File: src/rtl/bus_data_in.sv
// Read-data receive path for the B bus: captures read data, extracts bytes or
// rotates unaligned words, and feeds opcode fetches into a D/E instruction pipeline.
module bus_data_in #(
  parameter logic [31:0] RESET_INSTR = 32'hE1A00000,
  parameter logic [31:0] RESET_DATA  = 32'h00000000
) (
  input  logic        phi2_clk,
  input  logic        nreset,
  input  logic [31:0] d_pad,
  input  logic        mem_valid,
  input  logic        n_rw,
  input  logic        n_opc,
  input  logic        bw,
  input  logic [1:0]  addr_lo,
  input  logic        abort,
  input  logic        flush,
  input  logic        advance,
  output logic [31:0] data_in,
  output logic        data_in_valid,
  output logic        data_abort,
  output logic [31:0] decode_instr,
  output logic        decode_valid,
  output logic [31:0] instr_reg,
  output logic        instr_valid,
  output logic        instr_abort,
  output logic        fetch_ready,
  output logic        overrun
);

  logic        is_fetch;
  logic        is_dread;
  logic        fetch_take;
  logic        decode_abort;
  logic [4:0]  shamt;
  logic [63:0] dbl;
  logic [31:0] rot_word;
  logic [31:0] ext_data;

  assign is_fetch    = mem_valid & ~n_rw & ~n_opc;
  assign is_dread    = mem_valid & ~n_rw & n_opc;
  assign fetch_ready = ~decode_valid | advance | flush;
  assign fetch_take  = is_fetch & fetch_ready;

  // Rotate by shifting a doubled copy; byte mode keeps only the low lane.
  assign shamt    = {addr_lo, 3'b000};
  assign dbl      = {d_pad, d_pad} >> shamt;
  assign rot_word = dbl[31:0];

  always_comb begin
    ext_data = rot_word;
    if (!bw) begin
      ext_data = {24'h000000, rot_word[7:0]};
    end
  end

  always_ff @(posedge phi2_clk) begin
    if (!nreset) begin
      data_in       <= RESET_DATA;
      data_in_valid <= 1'b0;
      data_abort    <= 1'b0;
    end else begin
      data_in_valid <= is_dread & ~abort;
      data_abort    <= is_dread & abort;
      if (is_dread && !abort) begin
        data_in <= ext_data;
      end
    end
  end

  // D abort tag is kept at 0 whenever D is invalid, so E can copy it unconditionally.
  always_ff @(posedge phi2_clk) begin
    if (!nreset) begin
      decode_instr <= RESET_INSTR;
      decode_valid <= 1'b0;
      decode_abort <= 1'b0;
      instr_reg    <= RESET_INSTR;
      instr_valid  <= 1'b0;
      instr_abort  <= 1'b0;
      overrun      <= 1'b0;
    end else begin
      if (is_fetch && !fetch_ready) begin
        overrun <= 1'b1;
      end
      if (flush) begin
        instr_valid <= 1'b0;
        instr_abort <= 1'b0;
      end else if (advance) begin
        instr_valid <= decode_valid;
        instr_abort <= decode_abort;
        if (decode_valid) begin
          instr_reg <= decode_instr;
        end
      end
      if (fetch_take) begin
        decode_instr <= d_pad;
        decode_valid <= 1'b1;
        decode_abort <= abort;
      end else if (flush || advance) begin
        decode_valid <= 1'b0;
        decode_abort <= 1'b0;
      end
    end
  end

endmodule

File: config.mk
export PLATFORM = sky130hd
export DESIGN_NAME = bus_data_in
export DESIGN_NICKNAME = d
export VERILOG_FILES = /design/src/rtl/bus_data_in.sv
export SDC_FILE = /design/constraint.sdc
export NUM_CORES = 1
export LEC_CHECK = 0
export CELL_PAD_IN_SITES_DETAIL_PLACEMENT = 0
export CELL_PAD_IN_SITES_GLOBAL_PLACEMENT = 1
export CORE_MARGIN = 5
export CORE_UTILIZATION = 34
export CTS_BUF_LIST = sky130_fd_sc_hd__clkbuf_16
export DETAILED_ROUTE_END_ITERATION = 7
export PLACE_DENSITY_LB_ADDON = 0.1
export REMOVE_ABC_BUFFERS = 1
export SLEW_MARGIN = 10
export SYNTH_ARGS = -nofsm -noshare
export SYNTH_HDL_FRONTEND = slang
export SYNTH_SLANG_ARGS = --single-unit
File: constraint.sdc
create_clock -name phi2_clk -period 1.3 [get_ports phi2_clk]
set_input_delay 0.26 -clock phi2_clk [delete_from_list [all_inputs] [get_ports phi2_clk]]
set_output_delay 0.26 -clock phi2_clk [all_outputs]
set_load 0.01 [all_outputs]
Word-level counts from Yosys, hierarchy flattened
Index checks and enable logic that the tools add are counted.

Shift-type cells: 1. Mux-type cells: 4. Bitwise logic cells: 14. Reductions and logical operators: 8.

Operators with widths (count): right shift 64 x 5 -> 32 bit (1); 2-to-1 mux 32 bit (1); bitwise AND 1 bit (6); inverter 1 bit (6); 2-to-1 mux 1 bit (3); AND reduction 3 bit (1); logical AND 1 bit (2); zero test 1 bit (2); OR 1 bit (2); nonzero test 2 bit (1); OR reduction 2 bit (1); logical OR 1 bit (1).

Register bits: 103. Input bits: 43. Output and inout bits: 103. Word-level logic and storage cells: 37.

Longest topological paths before layout
Depth after elaboration: 5. Gate-level depth with buffers: 6. Depth with buffers taken out: 4.

Worst setup path after synthesis
No wires, ideal clock.

Path type: register to register. Start: register decode_valid. End: register decode_instr[21]. Setup time: 0.137 ns. Arrival: 1.162 ns. Data required time: 1.163 ns. Path slack: 0.001 ns. Stages on the path, launching flop included: 6. Path buffers: 1. Period minus slack after synthesis: 1.299 ns. Cell sequence: dfxtp_1 nor3b_4 inv_2 buf_2 nand3_1 nand3_1.

Cells in the longest elaborated chain, start to end: 4.

RTL lines: start, declared (RTL line 22) `output logic decode_valid,`; start signal, assigned (RTL line 74) `decode_valid <= 1'b0;`; start signal, assigned (RTL line 96) `decode_valid <= 1'b1;`; start signal, assigned (RTL line 99) `decode_valid <= 1'b0;`; inverter 1 bit (RTL line 41) `assign fetch_ready = ~decode_valid | advance | flush;`; OR 1 bit (2 in series) (RTL line 41); named net fetch_ready (RTL line 26) `output logic fetch_ready,`; bitwise AND 1 bit (RTL line 42) `assign fetch_take = is_fetch & fetch_ready;`; end signal, assigned (RTL line 95) `decode_instr <= d_pad;`; end, declared (RTL line 21) `output logic [31:0] decode_instr,`.

The timed path passes the listed nets, and every way through them passes these cells. A chain may end at the register's enable or synchronous reset.

Worst setup path in the final report
Start: register decode_valid. End: output port fetch_ready.

Cells in the longest elaborated chain, start to end: 3.

RTL lines (RTL line): inverter 1 bit (41); OR 1 bit (2 in series) (41); end, declared (26).

No other way between the ends.

==> flow_metrics.py <==
metrics = {
    "worst_hold_path": {
        "hp-class": "in -> reg",
        "min_delay_path_depth": 4,
    },
    "grt": {
        "grt_start_max_net_pins": 69,
        "globalRouteTotalUtil_pct": 18.45,
        "grt-ovfl-total": 0,
        "grt_pass1_vias": 3996,
        "antenna_found_initial": 0,
        "grt_pass1_wl_um": 22640,
    },
    "worst_setup_path": {
        "end_kind": "primary output",
        "crit_path_end": "fetch_ready",
        "regToRegSetupSlack_ps": -10,
        "r2r-start": "decode_valid",
        "reg2reg_depth": 6,
        "required_ps": 1040,
        "setup.worst_path.class": "reg -> out",
        "cpPeakStageDelay_ps": 340,
        "worstPathMaxFanout": 2,
        "crit_path_top_delay_cell": "dfxtp_2",
        "r2r_end": "instr_reg[4]",
        "cp_cell_sequence": "nor3b_4 > inv_2 > buf_6",
        "worst_setup_path_start_kind": "flip-flop",
        "critPathLaunch": "decode_valid",
        "arrival_ps": 1070,
    },
    "die": {
        "die_width_um": 124.2,
        "placement_rows": 41,
        "die_h_um": 124.2,
        "dieArea_um2": 15430,
        "initial_core_util_pct": 34.85,
        "core_um2": 12720,
        "ios": 146,
    },
    "sta": {
        "period_share_pct": 102.6,
        "hold_viol": 0,
        "worstMarginPinSlew_ps": 290.7,
        "max_freq_mhz": 750.0,
        "rsz0062_at_grt": "true",
        "timing.final.ws_setup_ps": -33.28,
        "slew_headroom_pct": 80.62,
        "slew_violations": 0,
        "setup_tns_ps": -42.81,
        "setup_violations": 3,
        "skew_ps": 5.904,
        "min_period_ps": 1333,
    },
    "finish": {
        "layout-drive-gt1-share_pct": 12.34,
        "final_nets": 663,
        "syn_to_final_growth_pct": 51.95,
        "n_antenna_cell": 0,
    },
    "logic_synthesis": {
        "yosys_most_used_dff": "dfxtp_1",
        "synth-seq-area-share_pct": 46.50,
        "syn_inst": 457,
        "synth_edf_count": 0,
        "syn-cell-area_um2": 4434,
        "yosys_warnings": 0,
        "avgSynthCellArea_um2": 9.703,
        "synth_cell_types": 28,
        "synth_seq_cells": 103,
        "async_flop_share_pct": 0,
    },
    "clocking": {
        "clock_path_buffers": 2,
        "cts_tree": "built",
        "ctsHoldBuffers": 0,
        "cts_sinks": 103,
        "cts_inserted_buffers": 9,
        "h-tree-depth": 3,
        "root_buffer": "clkbuf_16",
        "clk_pin_slew_worst_paths_ps": 70,
        "worst_skew_pair.late_latency_ps": 350,
    },
    "status": {
        "status": "finished, violations left",
        "violations": "negative setup slack",
    },
    "placement": {
        "numPortBuffers": 145,
        "gp_congestion": 0.7300,
        "post-dp-hpwl_um": 9096,
    },
    "route": {
        "first_pass_iters": 4,
        "vias": 3977,
        "first_iter_violations": 245,
        "drc": 0,
        "postRouteAntennaNets": 0,
        "drt_wl_total_um": 14580,
        "routed_via_density": 4.996,
        "routedWlPerCell_um": 18.31,
    },
    "pwr": {
        "p_leak_uw": 0.003027,
        "totalPowerFinal_uw": 6741,
        "powerDensity_nw_per_um2": 1001,
        "vdd_ir_drop_max_v": 0.0006204,
    },
    "flow_run": {
        "cap_violations": 0,
    },
}
per-layer routing:
metal	track usage [%]	part of all wire (%)
met1	21.96	44
met4	3.353	0.66
met3	7.933	8.1
met2	31.27	47
met5	0	0
per-stage QoR:
| step | util, % | hold WS (ps) | cell area [um2] | instances | worst slack (ps) |
|---|---|---|---|---|---|
| after global routing | 52.96 | 377.3 | 6738 | 796 | -96.16 |
| after CTS | 51.76 | 370.2 | 6585 | 791 | -52.92 |
| after detailed placement | 49.04 | 446.4 | 6238 | 768 | -470.2 |
| after global placement | 49.04 | 440.0 | 6238 | 768 | -450.9 |
| after floorplan | - | 331.8 | 4199 | 416 | -558.4 |
| final | 52.96 | 373.0 | 6738 | 796 | -33.28 |
logic make-up after synthesis:
group	after synthesis	synth area share [%]
muxes	66	14.90
and+or+nand+nor	124	13.60
buffers and inverters	43	5.474
AOI/OAI and AO/OA	121	19.53
DFF	103	46.50
synthesized netlist by cell type, types with 2 or more instances:
master	count	area share, %
a22o_1	32	6.3
clkbuf_2	3	0.34
a21boi_1	30	5.1
nand3b_1	2	0.34
clkbuf_1	12	1.0
a21boi_0	24	4.1
nand2_1	64	5.4
mux2i_1	66	15
dfxtp_1	103	47
nor2_1	4	0.34
o21ai_1	10	1.1
buf_6	6	1.5
o21ai_0	22	2.5
buf_4	3	0.51
nor3b_4	3	1.3
buf_2	17	1.9
nand3_1	45	5.1
cell type report:
class | count | area, um2
Tap cell | 172 | 215.2
Clock buffer | 9 | 225.2
Timing Repair Buffer | 193 | 2022
Multi-Input combinational cell | 311 | 2150
Inverter | 2 | 7.507
Clock inverter | 6 | 53.80
Fill cell | 1213 | 5984
Sequential cell | 103 | 2064
worst max-delay path, delay by kind of cell, from the launching register on:
family	cells	cell delay, ps
AND/OR/NAND/NOR	1	210
buffers and inverters	2	180
flip-flops	1	340
cells in the final DEF (no fill, tap or decap), types with 13 or more instances in the layout:
master,instances
buf_12,13
dfxtp_1,101
o21ai_0,21
nand2_1,63
a21boi_0,14
a22o_1,32
nand3_1,44
buf_4,22
dlygate4sd2_1,85
a21boi_1,40
clkdlybuf4s50_1,34
clkdlybuf4s15_1,21
mux2i_1,66
repair_timing:
action,4_1_cts,5_1_grt
gates resized for setup,122,46
buffers inserted,3,3
cloned,5,2
pin swaps,3,1
endpoints found under the setup margin,186,77
endpoints found under the hold margin,0,0
power by group:
part           switching, uW  internal, uW  leakage, uW
clock                   1180          1460     0.000138
combinational            400           450      0.00206
sequential              38.8          3210     0.000835
total                   1620          5120      0.00303
worst min path at each step:
stage                       endpoint     startpoint  slack (ps)
global placement       instr_reg[28]  instr_reg[28]         440
detailed placement     instr_reg[13]  instr_reg[13]         450
floorplan           decode_instr[21]         nreset         330
CTS                       data_abort         nreset         370
finish                    data_abort         nreset         370
global route              data_abort         nreset         380
Note: power is estimated with default switching activity, not from simulation.
